==> config.mk <==
export PLATFORM = sky130hd
export DESIGN_NAME = dma_burst_sequencer
export DESIGN_NICKNAME = d
export VERILOG_FILES = /design/src/rtl/dma_burst_sequencer.sv
export SDC_FILE = /design/constraint.sdc
export NUM_CORES = 1
export LEC_CHECK = 0
export CELL_PAD_IN_SITES_DETAIL_PLACEMENT = 0
export CELL_PAD_IN_SITES_GLOBAL_PLACEMENT = 1
export CORE_MARGIN = 2
export CORE_UTILIZATION = 25
export CTS_BUF_LIST = sky130_fd_sc_hd__clkbuf_4
export CTS_CLUSTER_DIAMETER = 100
export CTS_CLUSTER_SIZE = 12
export DETAILED_ROUTE_END_ITERATION = 8
export MAX_ROUTING_LAYER = met4
export PLACE_DENSITY = 0.57
export SETUP_SLACK_MARGIN = 0.3
export SLEW_MARGIN = 25
export SYNTH_ARGS = -nofsm -noshare
export SYNTH_HDL_FRONTEND = slang
export SYNTH_SLANG_ARGS = --single-unit
==> constraint.sdc <==
create_clock -name clk -period 14 [get_ports clk]
set_input_delay 4.2 -clock clk [delete_from_list [all_inputs] [get_ports clk]]
set_output_delay 4.2 -clock clk [all_outputs]
set_load 0.01 [all_outputs]
==> src/rtl/dma_burst_sequencer.sv <==
// dma_burst_sequencer: splits a DMA command into page-safe, credit-limited burst requests
module dma_burst_sequencer #(
  parameter int ADDR_W             = 64,
  parameter int LEN_W              = 32,
  parameter int MAX_BURST_CNT      = 8,
  parameter int MAX_REQS_IN_FLIGHT = 32
) (
  input  logic                             clk,
  input  logic                             reset,
  input  logic                             cmd_valid,
  output logic                             cmd_ready,
  input  logic [ADDR_W-1:0]                cmd_src_addr,
  input  logic [ADDR_W-1:0]                cmd_dst_addr,
  input  logic [LEN_W-1:0]                 cmd_num_lines,
  input  logic [1:0]                       cmd_mode,
  input  logic                             abort,
  output logic                             brst_valid,
  input  logic                             brst_ready,
  output logic [ADDR_W-1:0]                brst_src_addr,
  output logic [ADDR_W-1:0]                brst_dst_addr,
  output logic [$clog2(MAX_BURST_CNT):0]   brst_lines,
  output logic [1:0]                       brst_mode,
  input  logic                             brst_done,
  output logic                             busy,
  output logic                             done,
  output logic                             aborted,
  output logic                             err_underflow,
  output logic [LEN_W-1:0]                 lines_issued
);
  localparam int BL_W = $clog2(MAX_BURST_CNT) + 1;
  localparam int OW   = $clog2(MAX_REQS_IN_FLIGHT + 1);
  localparam int LW   = ADDR_W - 6;
  typedef enum logic [1:0] {S_IDLE, S_RUN, S_DRAIN, S_FIN} state_t;
  state_t          state, state_nxt;
  logic [LW-1:0]   src_line, dst_line;
  logic [LEN_W-1:0] remaining;
  logic [1:0]      mode;
  logic [OW-1:0]   outstanding;
  logic            aborting, abort_seen, hs, accept, launch, drained, dn_ok;
  logic [6:0]      src_room, dst_room, pg, cap;
  logic [BL_W-1:0] blen;
  logic            unused;
  assign unused        = ^{cmd_src_addr[5:0], cmd_dst_addr[5:0]};
  assign brst_src_addr = {src_line, 6'b0};
  assign brst_dst_addr = {dst_line, 6'b0};
  assign hs            = brst_valid && brst_ready;
  assign accept        = cmd_valid && cmd_ready;
  assign abort_seen    = aborting || abort;
  assign drained       = state == S_DRAIN && outstanding == '0;
  assign dn_ok         = brst_done && outstanding != '0;
  assign launch        = state == S_RUN && !brst_valid && remaining != '0 && !abort &&
                         outstanding < OW'(MAX_REQS_IN_FLIGHT);
  // a burst may not cross a 4KB page on either side
  assign src_room      = 7'd64 - {1'b0, src_line[5:0]};
  assign dst_room      = 7'd64 - {1'b0, dst_line[5:0]};
  assign pg            = src_room < dst_room ? src_room : dst_room;
  assign cap           = pg < 7'(MAX_BURST_CNT) ? pg : 7'(MAX_BURST_CNT);
  assign blen          = remaining < LEN_W'(cap) ? BL_W'(remaining) : BL_W'(cap);
  always_ff @(posedge clk or posedge reset) begin
    if (reset) state <= S_IDLE;
    else       state <= state_nxt;
  end
  always_comb begin
    state_nxt = state;
    case (state)
      S_IDLE:  if (accept) state_nxt = cmd_num_lines == '0 ? S_FIN : S_RUN;
      S_RUN:   if ((remaining == '0 || abort) && !brst_valid) state_nxt = S_DRAIN;
      S_DRAIN: if (outstanding == '0) state_nxt = abort_seen ? S_IDLE : S_FIN;
      default: state_nxt = S_IDLE;
    endcase
  end
  always_comb begin
    cmd_ready = state == S_IDLE && !abort;
    busy      = state != S_IDLE;
  end
  always_ff @(posedge clk or posedge reset) begin
    if (reset) begin
      src_line     <= '0;
      dst_line     <= '0;
      remaining    <= '0;
      mode         <= '0;
      brst_valid   <= 1'b0;
      brst_lines   <= '0;
      brst_mode    <= '0;
      done         <= 1'b0;
      aborted      <= 1'b0;
      aborting     <= 1'b0;
      lines_issued <= '0;
    end else begin
      if (accept) begin
        src_line     <= cmd_src_addr[ADDR_W-1:6];
        dst_line     <= cmd_dst_addr[ADDR_W-1:6];
        remaining    <= cmd_num_lines;
        mode         <= cmd_mode;
        done         <= 1'b0;
        aborted      <= 1'b0;
        aborting     <= 1'b0;
        lines_issued <= '0;
      end else if (launch) begin
        brst_valid <= 1'b1;
        brst_lines <= blen;
        brst_mode  <= mode;
      end else if (hs) begin
        brst_valid   <= 1'b0;
        src_line     <= src_line + LW'(brst_lines);
        dst_line     <= dst_line + LW'(brst_lines);
        remaining    <= remaining - LEN_W'(brst_lines);
        lines_issued <= lines_issued + LEN_W'(brst_lines);
      end
      if (state == S_FIN) done <= 1'b1;
      if (drained && abort_seen) aborted <= 1'b1;
      if ((state == S_RUN || state == S_DRAIN) && abort) aborting <= 1'b1;
    end
  end
  always_ff @(posedge clk or posedge reset) begin
    if (reset) begin
      outstanding   <= '0;
      err_underflow <= 1'b0;
    end else begin
      outstanding <= outstanding + OW'(hs) - OW'(dn_ok);
      if (brst_done && outstanding == '0) err_underflow <= 1'b1;
    end
  end
endmodule

* Word-level counts from Yosys, hierarchy flattened
Index checks and enable logic that the tools add are counted.
Storage, ports and cells: output and inout bits 172, logic and storage cells 95, register bits 201, input port bits 168
Cells by class: reductions and logical operators 34, $lt $le $gt $ge 4, add/subtract/negate cells 8, bitwise logic cells 1, equal/unequal tests 7, mux-type cells 27
Operators by type and width (count):
- 58-bit 2-to-1 mux | 6
- 32-bit 2-to-1 mux | 6
- 58-bit by 4-bit adder with 58-bit output | 2
- 32-bit logical NOT | 2
- 32-bit by 4-bit adder with 32-bit output | 1
- 32-bit by 7-bit less-than comparator with 1-bit output | 1
- 32-bit nonzero test | 1
- 32-bit by 4-bit subtractor with 32-bit output | 1
- 7-bit 2-to-1 mux | 2
- 7-bit by 6-bit subtractor with 7-bit output, first input constant | 2
- 1-bit logical AND | 13
- 2-bit nonzero test | 6
- 2-bit 2-to-1 mux | 5
- 7-bit by 4-bit less-than comparator with 1-bit output, second input constant | 1
- 7-bit less-than comparator | 1
- 6-bit by 1-bit adder with 6-bit output | 1
- 6-bit logical NOT | 1
- 6-bit less-than comparator, second input constant | 1
- 1-bit 2-to-1 mux | 6
- 2-bit != test, second input constant | 3
- 2-bit case mux with 3 select lines | 1
- 2-bit AND reduction | 3
- 6-bit nonzero test | 1
- 6-bit by 1-bit subtractor with 6-bit output | 1
- other kinds (9) | 13

* Logic depth before layout (Yosys ltp)
depth in word-level cells 7, mapped depth 16

* Worst setup path after synthesis
OpenSTA, ideal clock, no wires.
path type in2out, start point input port abort, end point output port cmd_ready, slack 5.392 ns, data required time 9.800 ns, stages on the path 1, arrival time 4.408 ns, path through nor2b_1
Between the ends: longest elaborated chain between the ends 2
RTL lines:
- from (decl) | RTL line 16 | input logic abort,
- 1-bit logical NOT | RTL line 73 | cmd_ready = state == S_IDLE && !abort;
- 1-bit logical AND | RTL line 73
- to (decl) | RTL line 11 | output logic cmd_ready,
Every way passes these cells.

* Final worst setup path
Same ends and word-level chain as after synthesis.

==> qor.csv <==
stage,metric,value,unit
run_status,status,completed,
cts,cts_resized,0,
die,die_x,226,um
sta,worst-slew-pin-transition,929,ps
cells_and_area,final_cell_mix,"clkdlybuf4s50_1 (315), dfrtp_1 (201), nand2_1 (194)",
route,vias_per_cell,4.75,
sta,clock.fmax,0.103,GHz
global_route,antenna_found_initial,6,
cts,cts_setup_buffers,0,
die,fp-row-count,81,
global_route,grt_pass1_wl,66600,um
route,vias,11300,
cts,cts_root_buf,clkbuf_4,
cts,tritoncts,yes,
synthesis,ys_seq_area_share,40.9,%
cts,clk_latency,750,ps
synthesis,synth_cell_types,64,
critical_path,crit_required,9800,ps
route,drc,0,
global_route,grt_pass1_vias,11600,
cts,cts_inserted_buffers,20,
route,wl_met2,20400,um
die,die-area,51000,um^2
cts,clock_sinks,201,
critical_path,cp-startpoint,abort,
placement,post_dp_cell_area,16100,um^2
cells_and_area,fin_util,33.4,%
synthesis,yosysWarnings,0,
route,routedWlPerCell,18.0,um
sta,slew_headroom,38.0,%
sta,rsz0062_at_grt,false,
cells_and_area,final_common_cell,clkdlybuf4s50_1,
critical_path,crit_arrival,5470,ps
sta,period_share,69.1,%
cells_and_area,finalNetCount,1917,
global_route,grt.total_usage,17.0,%
synthesis,syn_avg_cell_area,8.67,um^2
sta,setup_tns,0,ps
cts,clk_pin_slew,140,ps
synthesis,synth_edf_count,0,
die,coreArea,48700,um^2
cts,holdBufCountCts,0,
sta,drv_slew,0,
global_route,overflow,0,
synthesis,synthesis.area,12300,um^2
die,chipHeight,226,um
cts,clockBufferDepth,3,
critical_path,crit_type,in2out,
route,met1_length,19300,um
critical_path,cpLargestDelayFamily,buffers and inverters,
flow_run,maxCapViolations,0,
global_route,grt_max_degree,101,
hold_path,hp-class,reg2reg,
critical_path,cpMaxStageDelayCell,clkdlybuf4s50_1,
placement,port-buffer-count,315,
placement,routabilityCongestion,0.796,
critical_path,crit_buf_inv,2,
pwr,finalPower,2.88,mW
sta,clock_skew,45.0,ps
route,ant_nets,0,
pwr,p_leak,6.11,nW
placement,place_hpwl,30900,um
critical_path,start_kind,input pin,
sta,finalHoldViolCount,0,
cells_and_area,fin_area,16300,um^2
route,top_layer,met4,
critical_path,path_cells,clkdlybuf4s50_1 > nor2b_1 > clkdlybuf4s50_1,
route,drt_iter0_markers,713,
cells_and_area,areaGrowthSynthToFinish,32.2,%
synthesis,async_flop_share,100,%
pwr,ir_drop,0.0871,mV
cts,h-tree-depth,1,
critical_path,r2r-start,dst_line[0],
critical_path,crit_top_cell,clkdlybuf4s50_1,
route,first_pass_iters,4,
route,routed_wl,42700,um
critical_path,end_kind,output pin,
sta,setup_violations,0,
route,routed-wl-met3,2420,um
critical_path,crit_fanout,6,
sta,fin_crit,9670,ps
pwr,power_density,177,nW/um^2
hold_path,hp-start,mode[0],
synthesis,syn_inst,1419,
cells_and_area,drive_gt1_share,3.64,%
synthesis,synth_flop_cell,dfrtp_1,
critical_path,slowest_delay,570,ps
die,start_util,25.2,%
synthesis,ys_seq_elements,201,
die,io_pins,340,
report_power, final:
group          switching, mW  internal [mW]  leakage [nW]
Clock                  0.221         0.0697         0.101
Sequential             0.329          0.811          2.50
Combinational          0.723          0.730          3.52
synthesized netlist by cell type (15+ instances only):
cell type	count	area, um^2
nand2_1	195	732
nor2_1	101	379
nor4_1	45	282
o21ai_0	140	701
nand4_1	53	332
xnor2_1	86	753
dfrtp_1	201	5030
a21oi_1	36	180
inv_1	54	203
or3_1	15	93.8
clkbuf_1	51	191
a31oi_1	20	125
nand3_1	55	275
nor3_1	47	235
and3_1	25	156
ha_1	41	513
xor2_1	66	578
metrics by stage:
stage / hold WS (ps) / setup WS [ps] / std cells
2_1_floorplan: 440 / 4320 / 1431
3_3_place_gp: 457 / 4310 / 2345
3_5_place_dp: 462 / 4320 / 2345
4_1_cts: 494 / 4310 / 2367
5_1_grt: 540 / 4240 / 2374
6_report: 495 / 4330 / 2375
worst paths after layout:
| check | to | slack, ps | depth (start not counted) |
|---|---|---|---|
| setup reg to reg | brst_lines[1] | 9420 | 13 |
| hold reg to reg | mode[0] | 500 | 2 |
| hold / removal | mode[0] | 500 | 2 |
| setup / recovery | cmd_ready | 4330 | 3 |
| max in group asynchronous | dst_line[31] | 8660 | 3 |
| min in group asynchronous | src_line[20] | 3950 | 2 |
layout make-up:
type | count | area [um^2]
Timing Repair Buffer | 327 | 3240
Antenna cell | 8 | 20.0
Clock inverter | 1 | 5.00
Clock buffer | 21 | 158
Fill cell | 5116 | 32500
Multi-Input combinational cell | 1099 | 6770
Tap cell | 664 | 831
Inverter | 54 | 210
Sequential cell | 201 | 5030
cell families (layout without fill, tap and decap cells):
family | after synthesis | count (layout) | synth area share (%)
and+or+nand+nor | 617 | 617 | 25.3
other | 2 | 22 | 0.0610
buffers and inverters | 131 | 403 | 4.55
adders and majority gates | 46 | 46 | 4.98
xor gates and xnor gates | 152 | 152 | 10.8
muxes | 13 | 13 | 1.13
AOI/OAI and AO/OA | 257 | 257 | 12.3
DFF | 201 | 201 | 40.9
worst min-delay path, cell delays in order (launching register included):
cell and delay [ps]:
dfrtp_1 370, nand2_1 50, nand2_1 50
state kept, by name, indices dropped and copies added, names as in the netlist:
signal         flops
src_line          58
dst_line          58
aborted            1
brst_mode          2
outstanding        6
lines_issued      32
state              2
remaining         32
brst_lines         4
done               1
aborting           1
brst_valid         1
err_underflow      1
mode               2
per-layer routing:
metal  up-vias  global-route usage (%)
met3        33                    3.71
met4         0                    3.27
met1      5499                    21.7
li1       5533                       -
met5         -                       -
met2       223                    27.9
Power figures use the tool's default switching activity.
==> patch 1, RTL diff (same flow settings) <==
Register the output `err_underflow` once more; this adds one clock of latency there. The other outputs are not delayed to match.
--- a/src/rtl/dma_burst_sequencer.sv
+++ b/src/rtl/dma_burst_sequencer.sv
@@ -31,6 +31,8 @@
   localparam int OW   = $clog2(MAX_REQS_IN_FLIGHT + 1);
   localparam int LW   = ADDR_W - 6;
   typedef enum logic [1:0] {S_IDLE, S_RUN, S_DRAIN, S_FIN} state_t;
+
+  logic err_underflow_s0;
   state_t          state, state_nxt;
   logic [LW-1:0]   src_line, dst_line;
   logic [LEN_W-1:0] remaining;
@@ -115,11 +117,15 @@
   always_ff @(posedge clk or posedge reset) begin
     if (reset) begin
       outstanding   <= '0;
-      err_underflow <= 1'b0;
+      err_underflow_s0 <= 1'b0;
     end else begin
       outstanding <= outstanding + OW'(hs) - OW'(dn_ok);
-      if (brst_done && outstanding == '0) err_underflow <= 1'b1;
+      if (brst_done && outstanding == '0) err_underflow_s0 <= 1'b1;
     end
   end
+  always_ff @(posedge clk) begin
+    err_underflow <= err_underflow_s0;
+  end
+
 endmodule
 
Behaviour: not the same (Yosys sat finds a counterexample within 4 cycles, from zero or initial values and one cycle with reset high).
==> patch 1 against the original RTL <==
Power rose by 1.3%; synthesized cell count barely moved; area after synthesis rose by 0.16%; non-clock buffer count fell by 1; register-to-register slack barely moved; sequential cell count rose by 1; cell area rose by 0.54%; via count fell by 0.50%; routed wire length rose by 1.3%; worst setup slack improved by 0.010 ns; critical path type unchanged.
==> patch 1: results (changes against the original RTL) <==
Worst setup path
  • Critical path arrival: 5.46 ns (about the same)
  • Critical-path maximum fanout: 6 (unchanged)

Drt
  • Initial drt markers: 557 (-22%)
  • Vias per cell: 4.713 (-0.84%)
  • Pre-antenna DRT Iters: 5 (+1)
  • Mean routed wirelength per cell: 18.14 µm (+0.93%)

Global route
  • Largest net degree at the start of global routing: 147 (+46%)
  • First-pass GRT wire length: 66700 µm (+0.19%)
  • Total GRT Usage: 0.1712 (+0.0009049)

Timing
  • Skew final: 0.05628 ns (+0.01133 ns)
  • Slew @ Worst Pin: 0.9529 ns (+0.02360 ns)

Synth
  • Number of distinct library cells after synthesis: 65 (+1.6%)
  • Seq/Total Area, Yosys: 0.4098 (+0.0009604)
  • Asr flop ratio synth: 0.9950 (-0.004950)
  • Mapped Avg Cell Area: 8.677 µm² (about the same)
  • Top cells by area, synth: dfrtp_1 41%, xnor2_1 6.1%, nand2_1 5.9%
  • Synth warnings: 0 (unchanged)

Placement
  • Pre-CTS WS: 4.328 ns (+0.007290 ns)
  • Gpl congestion: 0.7820 (-1.8%)
  • Hpwl dp: 30890 µm (-0.12%)

Final layout
  • Register area: 5050 µm² (+0.40%)
  • Layout fillers: 5146 (+0.59%)
  • Share of post-route cells with drive strength above 1: 0.04033 (+0.003921)

Power and ir drop
  • Maximum vdd drop: 0.05973 mV (-31%)
  • P_leak: 6.158 nW (+0.71%)

Run status
  • Status: finished clean

Clocking
  • Clock transition at path regs: 0.15 ns
  • Clock Root Buffer: clkbuf_4
## patch 1: cell count changes after synthesis
cell     delta
dfxtp_1     +1
## patch 1: worst paths after layout
| check | from | end | slack [ns] | depth (start not counted) |
|---|---|---|---|---|
| setup / recovery | abort | cmd_ready | 4.34 | 3 |
| hold / removal | err_underflow_s0 | err_underflow | 0.45 | 0 |
| setup reg to reg | src_line[0] | brst_lines[1] | 9.41 | 13 |
| hold reg to reg | err_underflow_s0 | err_underflow | 0.45 | 0 |
| max in group asynchronous | reset | mode[0] | 8.55 | 3 |
| min in group asynchronous | reset | src_line[18] | 3.96 | 2 |
## patch 1: final cells by class
class | count | area share
flip-flops and latches | 202 | 0.3088
multi-input cells | 1099 | 0.4140
clock buffers | 30 | 0.01377
diodes | 8 | 0.001224
repair buffers | 326 | 0.1986
inverters | 54 | 0.01285
well taps | 664 | 0.05080
## patch 1: kinds of logic after synthesis
kind of cell	Yosys count	synth area share
AO/OA/AOI/OAI	257	0.1227
XOR/XNOR	152	0.1080
adder cells (fa/ha/maj)	46	0.04976
buffers and inverters	131	0.04539
flip-flops	202	0.4098
multiplexers	13	0.01127
other	2	0.0006095
AND/OR/NAND/NOR	617	0.2524
## patch 1: critical path, stage by stage
cell and delay [ns]:
clkdlybuf4s50_1 0.49, nor2b_1 0.20, clkdlybuf4s50_1 0.57
## patch 1: power by group
group	internal, W	switching [W]	leakage (nW)
combinational	0.000731	0.000726	3.51
sequential	0.000815	0.000329	2.51
clock	0.0000962	0.000225	0.138
## patch 1: metal layers
metal / up-vias / share of wire / GRT usage
li1: 5556 / - / -
met1: 5416 / 0.45 / 0.2189
met2: 224 / 0.47 / 0.2766
met3: 35 / 0.064 / 0.04320
met4: 0 / 0.016 / 0.02884
met5: - / 0 / -
==> patch 2, RTL diff (same flow settings) <==
Made on the original files. Set the parameter `MAX_BURST_CNT` to 4 (it was 8).
--- a/src/rtl/dma_burst_sequencer.sv
+++ b/src/rtl/dma_burst_sequencer.sv
@@ -2,7 +2,7 @@
 module dma_burst_sequencer #(
   parameter int ADDR_W             = 64,
   parameter int LEN_W              = 32,
-  parameter int MAX_BURST_CNT      = 8,
+  parameter int MAX_BURST_CNT      = 4,
   parameter int MAX_REQS_IN_FLIGHT = 32
 ) (
   input  logic                             clk,
Ports: changed (resized brst_lines); port bits go from 340 to 339. No check against the original RTL was run, so the function may have changed too.
==> patch 2 against the original RTL <==
Worst setup slack improved by 0.040 ns; sequential cell count fell by 1; clock skew decreased by 0.0057 ns; via count down 9.6%; power shrank 3.4%; routed wire length is 9.8% lower; area after synthesis is 5.5% lower; synthesized cell count fell by 7.2%; cell area fell by 3.5%; hold slack worse by 0.022 ns; largest cell class unchanged; largest power group unchanged.
==> patch 2: results (changes against the original RTL) <==
Drt
  • Pre-antenna DRT Iters: 6 (+2)
  • Routed vias: 10210 (-9.6%)
  • Initial drt markers: 354 (-50%)
  • Mean routed wirelength per cell: 17.24 µm (-4.1%)

Global route
  • Initial antenna violation count: 5 (-1)
  • Largest net degree at the start of global routing: 226 (+120%)
  • First-pass GRT wire length: 60180 µm (-9.6%)
  • Total GRT Usage: 0.1693 (-0.001003)

Clocking
  • Max Root-Sink Buffers: 2 (-1)
  • Cts bufs inserted: 17 (-15%)
  • Clock transition at path regs: 0.16 ns (+0.02 ns)
  • Clock Root Buffer: clkbuf_4
  • Worst-Skew Late Latency: 0.79 ns (+0.04 ns)
  • H-Tree Depth: 4 (+3)

Final layout
  • Final nets: 1819 (-5.1%)
  • Final non-filler cell total: 2234 (-5.9%)
  • Layout fillers: 4930 (-3.6%)
  • Share of post-route cells with drive strength above 1: 0.03216 (-0.004248)

Synth
  • Number of distinct library cells after synthesis: 59 (-7.8%)
  • Most instantiated cells after synthesis: 215 x nand2_1, 200 x dfrtp_1, 132 x o21ai_0, 117 x nor2_1, 99 x xor2_1
  • Seq/Total Area, Yosys: 0.4307 (+0.02179)
  • Mapped Avg Cell Area: 8.824 µm² (+1.8%)
  • Top cells by area, synth: dfrtp_1 43%, xor2_1 7.5%, nand2_1 6.9%

Timing
  • Skew final: 0.03927 ns (-0.005679 ns)

Placement
  • Hpwl dp: 27720 µm (-10%)
  • I/O Buffers: 314 (-0.32%)
  • Gpl congestion: 0.7782 (-2.3%)

Power and ir drop
  • P_leak: 6.124 nW (+0.15%)
  • Maximum vdd drop: 0.06630 mV (-24%)

Run status
  • Status: finished clean

Worst setup path
  • Critical path arrival: 5.43 ns (-0.04 ns)
-- patch 2: changes by cell type after synthesis, sizes merged, moves of 17 or more --
cell,delta
nand2,+20
nor3,-17
inv,-17
nor4,-22
xor2,+33
nand4,-20
-- patch 2: kinds of logic (layout without fill, tap and decap cells) --
group,after synthesis,after routing,share of synthesized area
and+or+nand+nor,571,571,0.2399
AOI/OAI and AO/OA,213,213,0.1016
DFF,200,200,0.4307
xor gates and xnor gates,180,180,0.1357
buffers and inverters,104,390,0.03811
adders and majority gates,44,44,0.05060
muxes,3,3,0.002799
other,2,26,0.0006462
-- patch 2: worst reg2reg max path, cell delays in order (launching register included) --
cell and delay [ns]:
dfrtp_1 0.57, or3_1 0.45, nor3_1 0.19, xnor2_1 0.16
ha_1 0.27, and3_1 0.18, a221o_1 0.34, a31oi_1 0.36
nor2_1 0.14, a21oi_1 0.21, inv_1 0.07, ha_1 0.18
a21o_1 0.16, a221o_1 0.30, a41oi_1 0.23, nand4_1 0.23
a221o_1 0.37, o21ai_0 0.16, o22ai_1 0.08
-- patch 2: cell type report --
type | count | area (µm²) | share of cell area
Antenna cell | 10 | 25.02 | 0.001595
Clock buffer | 18 | 135.1 | 0.008612
Clock inverter | 11 | 157.7 | 0.01005
Inverter | 37 | 146.4 | 0.009329
Multi-Input combinational cell | 1027 | 6232 | 0.3972
Sequential cell | 200 | 5005 | 0.3190
Tap cell | 607 | 759.5 | 0.04840
Timing Repair Buffer | 324 | 3231 | 0.2059
-- patch 2: stage by stage --
step / instance area (µm²) / setup WS (ns) / utilization
4_1_cts: 15670 / 4.363 / 0.3387
5_1_grt: 15690 / 4.278 / 0.3392
3_3_place_gp: 15370 / 4.371 / 0.3323
3_5_place_dp: 15370 / 4.371 / 0.3323
6_report: 15690 / 4.369 / 0.3392
2_1_floorplan: 11670 / 4.346 / -
-- patch 2: where the power goes --
group | internal, W | switching (W)
Sequential | 0.000810 | 0.000303
Combinational | 0.000684 | 0.000622
Clock | 0.000139 | 0.000226
Total | 0.00163 | 0.00115
-- patch 2: layer usage --
layer  part of all wire  global-route usage
met3              0.069             0.06432
met4              0.018             0.04340
met2               0.46              0.2585
met1               0.46              0.2102
met5                  0                   -
-- patch 2: path summary, 6_finish.rpt --
check                         startpoint            end  slack [ns]  cells after the start
hold / removal             err_underflow  err_underflow        0.47                      1
hold reg to reg            err_underflow  err_underflow        0.47                      1
max in group asynchronous          reset    dst_line[5]        7.98                      4
setup reg to reg             src_line[4]  brst_lines[1]        9.26                     18
min in group asynchronous          reset   src_line[19]        3.85                      2
setup / recovery                   abort      cmd_ready        4.37                      3
